[src/rtl/upstream_data_n_ack_pkg.sv]
// Shared definitions for the Dini host stream data/ack paths (upstream and
// downstream): transfer state encodings, tohost/fromhost ctrl bit indices and
// descriptor field positions, plus a helper that builds a data-word ctrl byte.
package upstream_data_n_ack_pkg;

  localparam int CNT_W_DEF = 24;
  localparam int TAG_W_DEF = 4;

  typedef enum logic [2:0] {
    S_IDLE      = 3'd0,
    S_HDR1      = 3'd1,
    S_DATA      = 3'd2,
    S_WAIT_DONE = 3'd3,
    S_ACK       = 3'd4
  } xfer_state_e;

  // Stream ctrl byte bit indices
  localparam int CTRL_HDR0     = 0;
  localparam int CTRL_LAST     = 1;
  localparam int CTRL_LO_VALID = 2;
  localparam int CTRL_HI_VALID = 3;
  localparam int CTRL_DATA     = 4;
  localparam int CTRL_HDR1     = 5;

  // Descriptor field positions inside the 64-bit header words
  localparam int DESC_TAG_LSB = 4;   // hdr0: tag in [7:4]
  localparam int DESC_LEN_LSB = 0;   // hdr1: length in [23:0]
  localparam int DESC_LEN_W   = 24;

  function automatic logic [7:0] hdr_ctrl(input logic second);
    logic [7:0] c;
    c = '0;
    if (second) c[CTRL_HDR1] = 1'b1;
    else        c[CTRL_HDR0] = 1'b1;
    return c;
  endfunction

  function automatic logic [7:0] data_ctrl(input logic hi_valid, input logic last);
    logic [7:0] c;
    c = '0;
    c[CTRL_DATA]     = 1'b1;
    c[CTRL_LO_VALID] = 1'b1;
    c[CTRL_HI_VALID] = hi_valid;
    c[CTRL_LAST]     = last;
    return c;
  endfunction

endpackage

[src/rtl/upstream_data_n_ack_tohost_out_reg.sv]
// One-entry registered output stage for the tohost stream.
// A new payload is taken whenever the slot is free (empty, or the current word
// is being accepted this cycle); otherwise payload and valid are held.
// Ports:
//   clk, rst_n     clock, asynchronous active-low reset
//   load_valid     producer offers load_payload this cycle
//   load_payload   {ctrl, data} word to register
//   slot_free      producer may load this cycle
//   accept         consumer takes the registered word when valid
//   payload, valid registered outputs (no combinational path from accept)
module upstream_data_n_ack_tohost_out_reg #(
  parameter int PAYLOAD_W = 72
) (
  input  logic                 clk,
  input  logic                 rst_n,
  input  logic                 load_valid,
  input  logic [PAYLOAD_W-1:0] load_payload,
  output logic                 slot_free,
  input  logic                 accept,
  output logic [PAYLOAD_W-1:0] payload,
  output logic                 valid
);

  logic                 valid_q, valid_d;
  logic [PAYLOAD_W-1:0] payload_q, payload_d;

  always_comb begin
    slot_free = ~valid_q | accept;
    valid_d   = valid_q;
    payload_d = payload_q;
    if (slot_free) begin
      // An accepted word with nothing new behind it empties the slot.
      valid_d = load_valid;
      if (load_valid) payload_d = load_payload;
    end
  end

  always_ff @(posedge clk or negedge rst_n) begin
    if (!rst_n) begin
      valid_q   <= 1'b0;
      payload_q <= '0;
    end else begin
      valid_q   <= valid_d;
      payload_q <= payload_d;
    end
  end

  assign payload = payload_q;
  assign valid   = valid_q;

endmodule

[src/rtl/upstream_data_n_ack.sv]
// Upstream (to-host) data/ack path. On a DMA-controller request it emits a
// two-word ack descriptor (hdr0 = tag, hdr1 = length) on the tohost stream,
// enables the bus interface and forwards aligner read data two dwords per
// word, then waits for the bus interface to finish and acknowledges the
// fragment to the DMA controller.
// Ports:
//   clk, rst_n                 clock, asynchronous active-low reset
//   upstream_req/_tag/_length  fragment request (level, held until accept)
//   upstream_req_accept        1-cycle pulse after the request is latched
//   upstream_ack/_tag/_length  end-of-fragment ack, held until upstream_ack_ack
//   upstream_ack_ack           DMA controller consumes the ack
//   busif_start / busif_done   bus interface read enable / finished (level)
//   aligner_data/_valid/_ready read data from the aligner, dword0 in [31:0]
//   tohost_data/_ctrl/_valid   registered stream word, held until accept
//   tohost_accept              FIFO takes the word when valid & accept
module upstream_data_n_ack
  import upstream_data_n_ack_pkg::*;
#(
  parameter int CNT_W = CNT_W_DEF,
  parameter int TAG_W = TAG_W_DEF
) (
  input  logic             clk,
  input  logic             rst_n,
  input  logic             upstream_req,
  input  logic [TAG_W-1:0] upstream_req_tag,
  input  logic [CNT_W-1:0] upstream_req_length,
  output logic             upstream_req_accept,
  output logic             upstream_ack,
  output logic [TAG_W-1:0] upstream_ack_tag,
  output logic [15:0]      upstream_ack_length,
  input  logic             upstream_ack_ack,
  output logic             busif_start,
  input  logic             busif_done,
  input  logic [63:0]      aligner_data,
  input  logic             aligner_valid,
  output logic             aligner_ready,
  output logic [63:0]      tohost_data,
  output logic [7:0]       tohost_ctrl,
  output logic             tohost_valid,
  input  logic             tohost_accept
);

  localparam logic [CNT_W-1:0] CNT_ONE = CNT_W'(1);
  localparam logic [CNT_W-1:0] CNT_TWO = CNT_W'(2);

  xfer_state_e      state_q, state_d;
  logic [CNT_W-1:0] count_q, count_d;
  logic [CNT_W-1:0] len_q, len_d;
  logic [TAG_W-1:0] tag_q, tag_d;
  logic             ack_q, ack_d;
  logic             busif_start_q, busif_start_d;
  logic             req_accept_q, req_accept_d;

  logic             slot_free;
  logic             load_valid;
  logic [63:0]      load_data;
  logic [7:0]       load_ctrl;
  logic             count_ge2;

  assign count_ge2 = (count_q >= CNT_TWO);

  always_comb begin
    state_d       = state_q;
    count_d       = count_q;
    len_d         = len_q;
    tag_d         = tag_q;
    ack_d         = ack_q;
    busif_start_d = busif_start_q;
    req_accept_d  = 1'b0;
    load_valid    = 1'b0;
    load_data     = '0;
    load_ctrl     = '0;
    aligner_ready = 1'b0;

    case (state_q)
      S_IDLE: begin
        if (upstream_req && slot_free) begin
          tag_d        = upstream_req_tag;
          len_d        = upstream_req_length;
          count_d      = upstream_req_length;
          req_accept_d = 1'b1;
          load_valid   = 1'b1;
          load_data[DESC_TAG_LSB +: TAG_W] = upstream_req_tag;
          load_ctrl    = hdr_ctrl(1'b0);
          state_d      = S_HDR1;
        end
      end

      S_HDR1: begin
        if (slot_free) begin
          load_valid = 1'b1;
          load_data[DESC_LEN_LSB +: CNT_W] = len_q;
          load_ctrl  = hdr_ctrl(1'b1);
          if (len_q == '0) begin
            // Nothing to read: skip the bus interface and ack right away.
            ack_d   = 1'b1;
            state_d = S_ACK;
          end else begin
            busif_start_d = 1'b1;
            state_d       = S_DATA;
          end
        end
      end

      S_DATA: begin
        aligner_ready = slot_free;
        if (aligner_valid && slot_free) begin
          load_valid = 1'b1;
          load_data  = aligner_data;
          // hi dword valid while at least two dwords remain; last when <= 2.
          load_ctrl  = data_ctrl(count_ge2, count_q <= CNT_TWO);
          count_d    = count_q - (count_ge2 ? CNT_TWO : CNT_ONE);
          if (count_d == '0) state_d = S_WAIT_DONE;
        end
      end

      S_WAIT_DONE: begin
        if (busif_done) begin
          ack_d   = 1'b1;
          state_d = S_ACK;
        end
      end

      S_ACK: begin
        if (upstream_ack_ack) begin
          ack_d         = 1'b0;
          busif_start_d = 1'b0;
          state_d       = S_IDLE;
        end
      end

      default: state_d = S_IDLE;
    endcase
  end

  always_ff @(posedge clk or negedge rst_n) begin
    if (!rst_n) begin
      state_q       <= S_IDLE;
      count_q       <= '0;
      len_q         <= '0;
      tag_q         <= '0;
      ack_q         <= 1'b0;
      busif_start_q <= 1'b0;
      req_accept_q  <= 1'b0;
    end else begin
      state_q       <= state_d;
      count_q       <= count_d;
      len_q         <= len_d;
      tag_q         <= tag_d;
      ack_q         <= ack_d;
      busif_start_q <= busif_start_d;
      req_accept_q  <= req_accept_d;
    end
  end

  upstream_data_n_ack_tohost_out_reg #(
    .PAYLOAD_W (72)
  ) u_out_reg (
    .clk          (clk),
    .rst_n        (rst_n),
    .load_valid   (load_valid),
    .load_payload ({load_ctrl, load_data}),
    .slot_free    (slot_free),
    .accept       (tohost_accept),
    .payload      ({tohost_ctrl, tohost_data}),
    .valid        (tohost_valid)
  );

  assign upstream_req_accept = req_accept_q;
  assign upstream_ack        = ack_q;
  assign upstream_ack_tag    = tag_q;
  assign upstream_ack_length = len_q[15:0];
  assign busif_start         = busif_start_q;

`ifdef RW_SIMU
  string state_name;
  always_comb begin
    state_name = "";
    case (state_q)
      S_IDLE:      state_name = "S_IDLE";
      S_HDR1:      state_name = "S_HDR1";
      S_DATA:      state_name = "S_DATA";
      S_WAIT_DONE: state_name = "S_WAIT_DONE";
      S_ACK:       state_name = "S_ACK";
      default:     state_name = "S_UNKNOWN";
    endcase
  end
`endif

endmodule
[config.mk]
export PLATFORM = sky130hd
export DESIGN_NAME = upstream_data_n_ack
export DESIGN_NICKNAME = d
export VERILOG_FILES = /design/src/rtl/upstream_data_n_ack_pkg.sv /design/src/rtl/upstream_data_n_ack_tohost_out_reg.sv /design/src/rtl/upstream_data_n_ack.sv
export SDC_FILE = /design/constraint.sdc
export NUM_CORES = 1
export LEC_CHECK = 0
export CORE_ASPECT_RATIO = 1.2
export CORE_UTILIZATION = 40
export DETAILED_ROUTE_END_ITERATION = 6
export PLACE_DENSITY_LB_ADDON = 0.2
export SETUP_SLACK_MARGIN = 0.1
export SLEW_MARGIN = 20
export SYNTH_ARGS = -nofsm -noshare
export SYNTH_HDL_FRONTEND = slang
export SYNTH_SLANG_ARGS = --single-unit
[constraint.sdc]
create_clock -name clk -period 6.2 [get_ports clk]
set_input_delay 1.24 -clock clk [delete_from_list [all_inputs] [get_ports clk]]
set_output_delay 1.24 -clock clk [all_outputs]
set_load 0.03 [all_outputs]
# After elaboration in Yosys (flattened, before gate mapping)
# Index checks and enable logic that the tools add are counted.
dict set report op_classes {
  n_addsub 1
  order_cmp 2
  n_eq_ne 12
  mux 35
  bitwise 2
  reduce_logical 14
}
# operator n
set op_table {}
lappend op_table {{$mux 64} 1}
lappend op_table {{$logic_not 24->1} 2}
lappend op_table {{$mux 24} 2}
lappend op_table {{$pmux 24 s2} 1}
lappend op_table {{$mux 40} 1}
lappend op_table {{$pmux 16 s2} 1}
lappend op_table {{$ge 24x2->1 const B} 1}
lappend op_table {{$le 24x2->1 const B} 1}
lappend op_table {{$sub 24x2->24} 1}
lappend op_table {{$mux 3} 7}
lappend op_table {{$pmux 6 s3} 1}
lappend op_table {{$ne 2x2->1 const B} 8}
lappend op_table {{$pmux 3 s5} 1}
lappend op_table {{$mux 1} 12}
lappend op_table {{$pmux 4 s3} 1}
lappend op_table {{$pmux 4 s2} 1}
lappend op_table {{$eq 3x2->1 const B} 2}
lappend op_table {{$pmux 1 s3} 2}
lappend op_table {{$reduce_and 6->1} 1}
lappend op_table {{$mux 5} 1}
lappend op_table {{$reduce_and 5->1} 1}
lappend op_table {{$mux 4} 1}
lappend op_table {{$reduce_and 2->1} 2}
lappend op_table {{$reduce_and 4->1} 1}
lappend op_table {{other kinds (11)} 13}
dict set report word_totals {
  reg_bits 131
  input_bits 99
  output_inout_bits 97
  word_cells 75
}

# Logic depth before layout (Yosys ltp)
dict set report logic_depth {
  ltp_word 7
  mapped_depth 12
  mapped_depth_nobuf 12
}

# Hierarchy
# From an unflattened synthesis, not the netlist that was laid out.
dict set report hier_totals {
  cells_unflattened 670
  hier_area_um2 6991.7
}
# mod instances cells_per_inst area_each_um2 seq_area_each_um2
set modules_own_cells {}
lappend modules_own_cells {upstream_data_n_ack 1 515 3981.3 1451.4}
lappend modules_own_cells {upstream_data_n_ack_tohost_out_reg 1 155 3010.4 1826.8}

# Least setup slack after synthesis
# No wires, ideal clock.
dict set report synth_timing {
  path_type {register to register}
  from {register count_q[2]}
  to {register state_q[0]}
  setup_ns 0.092
  arrival_time_ns 4.106
  path_slack_ns 2.002
  path_stages_with_launch 13
  n_path_buf 1
  period_less_slack_ns 4.198
  path_cell_list {dfrtp_1 buf_6 nor4_2 nand3_1 nor4_1 ha_1 fa_1 nor3b_1 nand4_1 or3_1 xnor2_1 or4_1 o31ai_2}
}
dict set report synth_via {
  elab_chain_cells 6
}
# item line
set synth_lines {}
lappend synth_lines {{start: declaration} upstream_data_n_ack.sv:47} ;# logic [CNT_W-1:0] count_q, count_d;
lappend synth_lines {{start signal: assignment} upstream_data_n_ack.sv:147} ;# count_q <= count_d;
lappend synth_lines {{$ge 24x2->1} upstream_data_n_ack.sv:60} ;# assign count_ge2 = (count_q >= CNT_TWO);
lappend synth_lines {{$mux 2} upstream_data_n_ack.sv:112} ;# count_d = count_q - (count_ge2 ? CNT_TWO : CNT_ONE);
lappend synth_lines {{$sub 24x2->24 *} upstream_data_n_ack.sv:112}
lappend synth_lines {{$logic_not 24->1 *} upstream_data_n_ack.sv:113} ;# if (count_d == '0) state_d = S_WAIT_DONE;
lappend synth_lines {{$ne 2x2->1 (no line) *} -}
lappend synth_lines {{$reduce_and 6->1 (no line) *} -}
lappend synth_lines {{end signal: assignment} upstream_data_n_ack.sv:146} ;# state_q <= state_d;
lappend synth_lines {{end: declaration} upstream_data_n_ack.sv:46} ;# xfer_state_e state_q, state_d;
# Every way passes the cells marked *; elsewhere a longest branch is shown, timed or not.
# A chain may end at the register's enable or synchronous reset.

# Final worst setup path
# Same ends and word-level chain as after synthesis.

==> metrics.sh <==
OUTCOME='complete, but fails checks'
VIOLATIONS_IN_THE_FINAL_REPORTS='design-rule violations'
LEAKAGEPOWER_nW=3.63
MAXCAPVIOLCOUNT=0
FINAL_COMMON_CELL='clkdlybuf4s50_1'
P_PER_AREA_nW_PER_UM2=595
VDD_DROP_MAX_mV=0.301
YOSYS_REGISTER_BITS=128
FRACTION_OF_THE_CORE_AREA_COVERED_BY_CELLS_AT_THE_END_OF_THE_FLOW=0.586
CTS_RESIZES=0
SYNTH_SEQUENTIAL_AREA_RATIO=0.530
WORST_R2R_STARTPOINT='count_q[2]'
LAYOUT_COMMON_CELLS='192 x clkdlybuf4s50_1, 145 x nand2_1, 128 x dfrtp_1'
CRITPATHKIND='reg2reg'
PORT_BUFFERS=193
DP.FINAL_HPWL_UM=13900
START_UTIL=0.414
MAXCLOCKFREQUENCY_MHz=220
DIE_HEIGHT_UM=137
TIMING.CRITICAL_PATH.FANOUT_MAX=8
REPORT.POWER.TOTAL_W=0.00509
SLEW-LIMIT-HEADROOM=0.355
GRTUSAGETOTAL=0.252
SYNTH_ASYNC_SR_FLOP_SHARE=1.00
DRIVE_ABOVE_1_SHARE=0.0648
FIN_CRIT_SH=0.735
SYNTH_ENABLE_FLOP_CELLS=0
TIMING_MAX_TRANSITION_VIOLATIONS_FINAL=0
DETAIL_ROUTE.ITER0.VIOLATIONS=481
WORSTHOLDPATHCELLS=2
GRT_PASS1_VIAS=5511
TRITONCTS='yes'
POSTSYNTHAREAPERCELL_UM2=9.33
VIAS_PER_CELL=5.45
HOLD_BUFFERS=0
DESIGN.DIE.AREA_UM2=15600
FILLCELLCOUNT=1298
POSTLAYOUTCELLAREA_UM2=8560
DIODES=0
WORST-R2R-CELL-COUNT=11
NUMBER_OF_WARNINGS_PRINTED_DURING_YOSYS_SYNTHESIS=0
ROUTE.ANTENNA.REMAINING_NETS=0
FINAL_PERIOD_MINUS_WORST_SETUP_SLACK_NS=4.55
CRIT_PATH_CAPTURE_TYPE='register'
VIA_COUNT=5550
REG2REG_SLACK_NS=1.65
SYN-INSTANCE-COUNT=648
SETUP_REPAIR_AFTER_GLOBAL_ROUTING_MISSED_ITS_MARGIN='false'
HOLD_PATH_END='u_out_reg.payload[69]'
FINALHOLDVIOLCOUNT=0
DRT-WIRELENGTH-PER-CELL_UM=18.7
DIEWIDTH_UM=114
SYNTH.TOP_CELLS.BY_AREA='dfrtp_1 53%, nand2_1 9.0%, a22o_1 5.9%, o21ai_0 3.5%, a22oi_1 3.4%'
NETLIST_AREA_UM2=6040
INITIAL_DRT_PASS_ITERATIONS=7
CLOCK_SINK_COUNT=128
PLACEMENTROWS=48
GRT_ANTENNA_BEFORE_REPAIR=0
FLOW.AREA_GROWTH_FROM_SYNTHESIS_PCT=41.6
PLACE_AREA_UM2=7980
FINAL_NET_COUNT=907
SYNTH.TOP_CELL.AREA_SHARE=0.530
YOSYS.AREA.TOP_TYPE='dfrtp_1'
CTSHTREEMAXLEVEL=4
TOP_LEVEL_PORTS=196
CTS.REPORTEDPATHS.CLKPINSLEW_NS=0.06
TIMING.FINAL.SETUP_VIOLATIONS=0
STANDARD_CELL_CORE_AREA_UM2=14600
SETUP_TNS_NS=0
CTS-BUFFERS-INSERTED=17
GRT-OVFL-TOTAL=0
DETAIL_ROUTE.DRC_VIOLATIONS=4
POST_ROUTE_SKEW_NS=0.00614
PRE_CTS_WS_NS=1.71
WORST_PIN_SLEW_NS=0.967
RR_ENDPOINT='state_q[0]'
CLOCK_LATENCY_NS=0.41
CTS-ROOT-TO-SINK-BUFFERS=2
TIMING.CRITICAL_PATH.ARRIVAL_NS=4.88
PLACE_CONGESTION=0.971
NETLIST-CELL-TYPE-COUNT=55
GLOBAL_ROUTE_WIRE_LENGTH_BEFORE_REPAIR_UM=29600
FINAL_CRITICAL_PATH_SETUP_SLACK_NS=1.65
CTS_ROOT_BUF='clkbuf_16'
CRITICAL_PATH.STARTPOINT_TYPE='register'
CP.REQUIRED_NS=6.53
CRITICAL_HOLD_PATH_STARTPOINT='u_out_reg.payload[69]'
CTS_SETUP_BUFFERS=0
GRT_START_MAX_NET_PINS=79
DOMINANTREGCELLSYNTH='dfrtp_1'
MIN-DELAY-PATH-CLASS='reg2reg'
POSTROUTEWIRELENGTH_UM=19100
routing by layer:
metal,track usage,vias up,wire length (µm)
li1,-,2602,-
met1,0.304,2690,7950
met2,0.438,224,9610
met3,0.0540,34,1070
met4,0.0981,0,437
met5,0,-,0
worst max-delay path by stage:
stage | end | slack (ns) | from
3_5_place_dp | state_q[0] | 1.71 | count_q[2]
2_1_floorplan | state_q[0] | 2.00 | count_q[2]
6_report | state_q[0] | 1.65 | count_q[2]
3_3_place_gp | state_q[0] | 1.83 | count_q[2]
5_1_grt | state_q[0] | 1.38 | count_q[2]
4_1_cts | state_q[0] | 1.69 | count_q[2]
critical path, stage by stage, from the launching register on:
cell	delay, ns
dfrtp_1	0.47
nor4_2	0.63
nand3_1	0.18
nor4_1	0.58
ha_1	0.32
fa_1	0.34
nor3b_1	0.31
nand4_1	0.28
or3_1	0.46
xnor2_1	0.15
or4_1	0.52
o31ai_2	0.22
cell type report:
type                    instances  area (µm²)  share of cell area
multi-input cells             445        2500               0.292
flip-flops and latches        128        3200               0.374
inverters                      12        45.0             0.00526
repair buffers                201        1990               0.232
clock buffers                  21         460              0.0538
well taps                     200         250              0.0292
clock inverters                11         114              0.0133
cell families (layout without fill, tap and decap cells):
kind of cell | count (synthesis) | in the layout | synth area share
AND/OR/NAND/NOR | 258 | 258 | 0.191
adder cells (fa/ha/maj) | 3 | 3 | 0.00745
buffers and inverters | 76 | 245 | 0.0607
multiplexers | 2 | 2 | 0.00352
AO/OA/AOI/OAI | 172 | 172 | 0.195
XOR/XNOR | 8 | 8 | 0.0116
flip-flops | 128 | 128 | 0.530
other | 1 | 2 | 0.000621
stage by stage:
stage	std cells	hold WS, ns
2_1_floorplan	649	0.469
5_1_grt	1018	0.494
6_report	1018	0.474
3_3_place_gp	986	0.462
3_5_place_dp	986	0.466
4_1_cts	1018	0.479
registers in the layout, summed over array words and instances (netlist names):
name and count:
upstream_ack 1, state_q 3, upstream_req_accept 1, upstream_ack_tag 4, busif_start 1, u_out_reg.valid 1
count_q 24, len_q 24, u_out_reg.payload 69
synth_stat cells, drive strengths merged (2+ instances only):
cell	instances
xnor2	5
and3	3
a22o	41
a21oi	31
nand2b	3
a2bb2oi	2
nand3	15
a222oi	3
nor3	8
clkbuf	36
dfrtp	128
ha	2
o32ai	2
nor4	15
o21ai	44
inv	12
nand4	7
o41ai	2
a22oi	27
nor2	41
nand2	145
nor3b	3
nor2b	2
xor2	3
buf	28
or4	4
o22ai	10
nor4b	2
or3	7
report_power, final:
part           switching, W  leakage, nW  total (W)  internal, W
logic               0.00153         1.72    0.00252     0.000995
clock network      0.000356        0.282   0.000964     0.000608
registers          0.000366         1.63    0.00160      0.00124
(Power assumes the default switching activity.)
